[src/rtl/change_dispense_ctrl.sv]
// Change-return sequencer: latches the amount, drives the coin parser, then
// ejects quarters, dimes and nickels one at a time over a req/ack handshake.
module change_dispense_ctrl #(
   parameter int PARSE_LAT  = 3,
   parameter int MAX_CHANGE = 70
) (
   input  logic       clk,
   input  logic       reset,
   input  logic       start,
   input  logic [6:0] change,
   output logic [6:0] money,
   output logic       parse_en,
   input  logic [3:0] q_cnt,
   input  logic [3:0] d_cnt,
   input  logic [3:0] n_cnt,
   output logic       eject_q,
   output logic       eject_d,
   output logic       eject_n,
   input  logic       eject_ack,
   output logic       busy,
   output logic       done,
   output logic       err
);

   localparam logic [2:0] S_IDLE   = 3'd0;
   localparam logic [2:0] S_WAIT   = 3'd1;
   localparam logic [2:0] S_LOAD   = 3'd2;
   localparam logic [2:0] S_CAPT   = 3'd3;
   localparam logic [2:0] S_DISP_Q = 3'd4;
   localparam logic [2:0] S_DISP_D = 3'd5;
   localparam logic [2:0] S_DISP_N = 3'd6;
   localparam logic [2:0] S_FIN    = 3'd7;

   localparam int CW = (PARSE_LAT > 1) ? $clog2(PARSE_LAT) : 1;

   logic [2:0]    state;
   logic [CW-1:0] wcnt;
   logic [3:0]    rem_q, rem_d, rem_n;
   logic          gap;
   logic          bad_amt;

   assign bad_amt = ((change % 7'd5) != 7'd0) || (change > 7'(MAX_CHANGE));

   always_ff @(posedge clk) begin
      if (reset) begin
         state <= S_IDLE;
         wcnt  <= '0;
         rem_q <= '0;
         rem_d <= '0;
         rem_n <= '0;
         gap   <= 1'b0;
         money <= '0;
         err   <= 1'b0;
      end else begin
         case (state)
            S_IDLE: if (start) begin
               money <= change;
               err   <= 1'b0;
               if (bad_amt) begin
                  err   <= 1'b1;
                  state <= S_FIN;
               end else begin
                  wcnt  <= CW'(PARSE_LAT - 1);
                  state <= S_WAIT;
               end
            end
            S_WAIT: if (wcnt == '0) state <= S_LOAD;
                    else            wcnt  <= wcnt - 1'b1;
            S_LOAD: state <= S_CAPT;
            S_CAPT: begin
               if (q_cnt > 4'd9 || d_cnt > 4'd9 || n_cnt > 4'd9) begin
                  err   <= 1'b1;
                  state <= S_FIN;
               end else begin
                  rem_q <= q_cnt;
                  rem_d <= d_cnt;
                  rem_n <= n_cnt;
                  gap   <= 1'b0;
                  state <= S_DISP_Q;
               end
            end
            // gap forces the one idle cycle between an accepted coin and the next request
            S_DISP_Q: begin
               if (rem_q == 4'd0) begin gap <= 1'b0; state <= S_DISP_D; end
               else if (gap)        gap <= 1'b0;
               else if (eject_ack) begin rem_q <= rem_q - 4'd1; gap <= 1'b1; end
            end
            S_DISP_D: begin
               if (rem_d == 4'd0) begin gap <= 1'b0; state <= S_DISP_N; end
               else if (gap)        gap <= 1'b0;
               else if (eject_ack) begin rem_d <= rem_d - 4'd1; gap <= 1'b1; end
            end
            S_DISP_N: begin
               if (rem_n == 4'd0) begin gap <= 1'b0; state <= S_FIN; end
               else if (gap)        gap <= 1'b0;
               else if (eject_ack) begin rem_n <= rem_n - 4'd1; gap <= 1'b1; end
            end
            S_FIN:   state <= S_IDLE;
            default: state <= S_IDLE;
         endcase
      end
   end

   assign parse_en = (state == S_LOAD);
   assign done     = (state == S_FIN);
   assign busy     = (state != S_IDLE);
   assign eject_q  = (state == S_DISP_Q) && (rem_q != 4'd0) && !gap;
   assign eject_d  = (state == S_DISP_D) && (rem_d != 4'd0) && !gap;
   assign eject_n  = (state == S_DISP_N) && (rem_n != 4'd0) && !gap;

endmodule

[config.mk]
export PLATFORM = sky130hd
export DESIGN_NAME = change_dispense_ctrl
export DESIGN_NICKNAME = d
export VERILOG_FILES = /design/src/rtl/change_dispense_ctrl.sv
export SDC_FILE = /design/constraint.sdc
export NUM_CORES = 1
export LEC_CHECK = 0
export CORE_MARGIN = 2
export CORE_UTILIZATION = 50
export CTS_CLUSTER_DIAMETER = 100
export DETAILED_ROUTE_END_ITERATION = 8
export GPL_TIMING_DRIVEN = 1
export PLACE_DENSITY = 0.79
export RECOVER_POWER = 50
export SYNTH_ARGS = -nofsm -noshare
export SYNTH_HDL_FRONTEND = slang
export SYNTH_SLANG_ARGS = --single-unit
[constraint.sdc]
create_clock -name clk -period 1.9 [get_ports clk]
set_input_delay 0.285 -clock clk [delete_from_list [all_inputs] [get_ports clk]]
set_output_delay 0.285 -clock clk [all_outputs]
set_load 0.01 [all_outputs]
## Word-level counts from Yosys, hierarchy flattened

Cells that the tools add are included.
W data, S select, Z words.

- Equality and inequality tests: 25
- Reductions and logical operators: 34
- Order comparisons: 4
- Divide/modulo/power cells: 1
- Mux-type cells: 38
- $add $sub $neg: 4

Operators by type and width:

| cell | count |
|---|---|
| $mux W4 | 12 |
| $ne A2 B2 Y1 const B | 18 |
| $pmux W3 S8 | 1 |
| $pmux W4 S2 | 3 |
| $reduce_and A5 Y1 | 4 |
| $mux W3 | 6 |
| $reduce_bool A4 Y1 | 4 |
| $eq A3 B3 Y1 const B | 4 |
| $gt A4 B4 Y1 const B | 3 |
| $logic_not A4 Y1 | 3 |
| $sub A4 B1 Y4 const B | 3 |
| $reduce_bool A2 Y1 | 5 |
| $mux W1 | 9 |
| $mux W2 | 4 |
| $gt A7 B7 Y1 const B | 1 |
| $mod A7 B3 Y7 const B | 1 |
| $reduce_bool A7 Y1 | 1 |
| $eq A3 B2 Y1 const B | 2 |
| $logic_and A1 B1 Y1 | 6 |
| $pmux W1 S4 | 1 |
| $pmux W2 S2 | 1 |
| $reduce_and A2 Y1 | 2 |
| $reduce_and A4 Y1 | 1 |
| $eq A3 B1 Y1 const B | 1 |
| 8 further kinds | 10 |

- Output and inout bits: 14
- Word-level logic and storage cells: 114
- Register bits after elaboration: 26

## Depth between registers and ports, before layout

- Depth in word-level cells: 6
- Gate-level depth with buffers: 7
- Gate-level depth less buffers: 7

## Worst setup path after synthesis

Ideal clock, no wire load.

- Path kind: input port to flip-flop
- From: input port change[2]
- To: register state[1]
- Setup slack: 0.287 ns
- Library setup time: 0.132 ns
- Path buffers: 1
- Stages: 6
- Data arrival time: 1.480 ns
- Cells stage by stage: buf_2 > or4b_1 > o22ai_1 > a21oi_1 > o221ai_4 > a31oi_1

- Cells in the longest elaborated chain, start to end: 6

RTL lines:

| element | RTL line | RTL |
|---|---|---|
| start: declaration | 10 | `input logic [6:0] change,` |
| $mod A7 B3 Y7 | 42 | `assign bad_amt = ((change % 7'd5) != 7'd0) \|\| (change > 7'(MAX_CHANGE));` |
| $reduce_bool A7 Y1 | 42 |  |
| $logic_or A1 B1 Y1 (*) | 42 |  |
| $mux W3 (*) | 59 | `if (bad_amt) begin` |
| $mux W3 (*) | 56 | `S_IDLE: if (start) begin` |
| $pmux W3 S8 (*) | 55 | `case (state)` |
| end signal: assignment | 46 | `state <= S_IDLE;` |
| end signal: assignment | 61 | `state <= S_FIN;` |
| end signal: assignment | 64 | `state <= S_WAIT;` |
| end: declaration | 36 | `logic [2:0] state;` |

Every way passes the cells marked *; elsewhere a longest branch is shown, timed or not. The select of a mux whose other input is x is not followed.
A chain may end at the register's enable or synchronous reset.

## Worst setup path after layout

- From: register state[0]
- To: output port busy

- Cells in the longest elaborated chain, start to end: 1

RTL lines:

| element | RTL line | RTL |
|---|---|---|
| $reduce_bool A3 Y1 | 106 | `assign busy = (state != S_IDLE);` |
| end: declaration | 20 | `output logic busy,` |

No other way between the ends.

==> run metrics <==
CP required=1.62 ns; Hold WS=0.4691 ns; I/O pin cnt=37; worst slew pin tran=0.4250 ns; number of flops mapped to enable cells by yosys=0; DR pass1 iterations=4; Pleak=approximately 0.89 nW; routed wire length=3.862 mm; grt total ovfl=0; worst path arrival time=between 1.5 and 2 ns; clk buf depth=2; Synth Instances=222; Net Count, Synth=approximately 250; CTS Root Cell=clkbuf_4; initial antenna violation count=0; vias in the first global route=about 1500; vias per std cell=5.366; Peak supply drop=roughly 0.00063 V; wire length per cell=approximately 12 microns; I/O Buffers=36; design area=between 2000 and 2500 sq um; Final Hold Fails=0; Synth Flop Type=dfxtp_1; Placed Area=between 2000 and 2500 sq um; Iter 0 DRT Violations=approximately 90; Final nets=300; Setup CP Type=flop to primary output; clock slew at reported path FFs=roughly 0.13 ns; share of total power in combinational logic=0.548; largest cells by area after synthesis=dfxtp_1 (31%), nand2_1 (7.6%), a21oi_1 (5.3%); FMAX=approximately 0.56 GHz; row count=21; Yosys top cell by area=dfxtp_1; placer's final routability congestion estimate=~0.87; Die Width=between 60 and 70 microns; TritonCTS buffer count=3; worst skew pair latency=roughly 0.32 ns; skew final=approximately 0.015 ns; Synth Cell Area=between 1500 and 2000 sq um; # diodes=0; syn_area_per_cell=approximately 7.6 sq um; sequential share of power=0.339; Sw Ratio=0.3884; Final Setup Violations=0; crit path time final=1.795 ns; Synth top area share=0.3091; register area share after synthesis=0.3091; die area=3848 sq um; count of cell types in the netlist=between 50 and 60; first-pass GRT wire length=around 6.3 mm; via count=between 1500 and 2000; headroom to the max-slew limit=0.7127; layout cells sized above 1=0.1661; crit path cell chain=buf_4 > buf_4 > nor3_4 > inv_1 > dlygate4sd2_1; Slowest-stage cell, CP=dfxtp_2; pwr dens=about 920 nW/um^2; # Max-Cap Violations=0; antenna-violating nets left=0; Slew Limit Fails=0; Tcrit/Tclk final=0.9447; most instantiated cells after synthesis=nand2_1 (34), dfxtp_1 (26), nor2_1 (21), a21oi_1 (18), o21ai_0 (13); detailed-route DRC error count=0; hold-fix buffers at CTS=0; Internal Power=between 1 and 1.5 mW; Die Height=a little over 60 microns; Yosys warnings=0; nature of the critical path endpoint=primary output; FFs w/ async S/R, synth=0; clock sinks=26; hold crit path type=flop to flop; largest net degree at the start of global routing=14; crit path max fanout=11; Starting Density=0.5128; outcome=completed; flops & latches, synth=26; RSZ-0062 raised after global routing=yes; CTS tree=done; HPWL after detailed placement=approximately 3 mm; Area Overhead vs Synth=34.10%; most repeated library cell on the critical path=buf_4; Clk pwr share=0.113; CTS H-tree depth=1; CP Launch Type=flop; GR Util All Layers=0.2144; top-count cell post-synth=nand2_1; CP peak stage delay=between 0.3 and 0.4 ns; Switch Pwr=around 0.8 mW; core area=between 3000 and 4000 sq um
==> final timing paths <==
kind	startpoint	to	slack (ns)	depth (start not counted)
worst min register to register	money[2]	money[2]	0.47	2
worst min-delay path	money[2]	money[2]	0.47	2
worst max register to register	wcnt[0]	state[2]	0.13	7
worst max-delay path	state[0]	busy	0.11	5
==> power by group through the flow <==
stage               sequential [mW]  clock [mW]  combinational [mW]
floorplan                     0.720           0               0.714
global placement              0.703           0                1.09
detailed placement            0.704           0                1.11
CTS                           0.695       0.251                1.12
global route                  0.717       0.267                1.26
finish                        0.706       0.235                1.14
==> layout make-up <==
| cell class | count | area [sq um] |
|---|---|---|
| tap | 46 | 57.56 |
| inverter | 10 | 37.54 |
| fill | 293 | 1026 |
| sequential | 26 | 526.8 |
| multi-input combinational | 172 | 1085 |
| clock buffer | 3 | 22.52 |
| timing repair buffer | 60 | 529.3 |
==> logic make-up after synthesis <==
logic type                 count (synthesis)  synth area share
adders and majority gates                  4           0.02972
AOI/OAI and AO/OA                         67            0.2689
muxes                                      2           0.01189
buffers and inverters                     24           0.06315
and+or+nand+nor                           96            0.3016
DFF                                       26            0.3091
xor gates and xnor gates                   3           0.01560
==> cell usage in the layout, fill, tap and decap left out, drive strengths merged, types with 3 or more instances in the layout <==
cell type and n:
nor2 21, nor4b 3, buf 24, dlygate4sd2 3, a21oi 19, dfxtp 26
nand3 3, nand3b 5, inv 9, a32o 3, o21bai 3, clkbuf 6
a211oi 3, nor3b 3, o21ai 20, clkdlybuf4s50 29, and3 3, nand2b 8
ha 4, o22ai 4, nand2 34, nor3 4
==> critical path, delay by kind of cell, from the launching register on <==
| family | cells | cell delay, ns |
|---|---|---|
| buf+inv | 4 | 0.64 |
| flops | 1 | 0.35 |
| simple gates | 1 | 0.21 |
==> flip-flops by register name (all words and copies together) (netlist names) <==
signal and cells:
err 1, money 7, state 3, rem_d 4, rem_q 4, gap 1, rem_n 4, wcnt 2
==> metal layers <==
metal  vias up  routed length (microns)  track usage
met4         0                       24      0.05167
met1       776                     1793       0.2702
met5         -                        0            0
met2        31                     1894       0.3661
met3         2                      149      0.05383
li1        892                        -            -
==> through the flow <==
stage                       util   TNS [ns]  setup slack, ns  cells  power [mW]
final                     0.6876          0           0.1051    317       2.082
after global routing      0.6876  -0.001827        -0.001827    317       2.242
after CTS                 0.6800          0         0.001549    316       2.063
after detailed placement  0.6716    -0.3860         -0.08795    313       1.817
after global placement    0.6716    -0.3080         -0.08407    313       1.792
after floorplan                -          0           0.2874    222       1.435
==> repair_timing <==
action | in CTS | in global routing
pin swaps | 0 | 0
gates resized for setup | 10 | 14
setup endpoints to repair | 6 | 5
buffers inserted | 0 | 1
cloned | 0 | 0
Note: power is estimated with default switching activity, not from simulation.
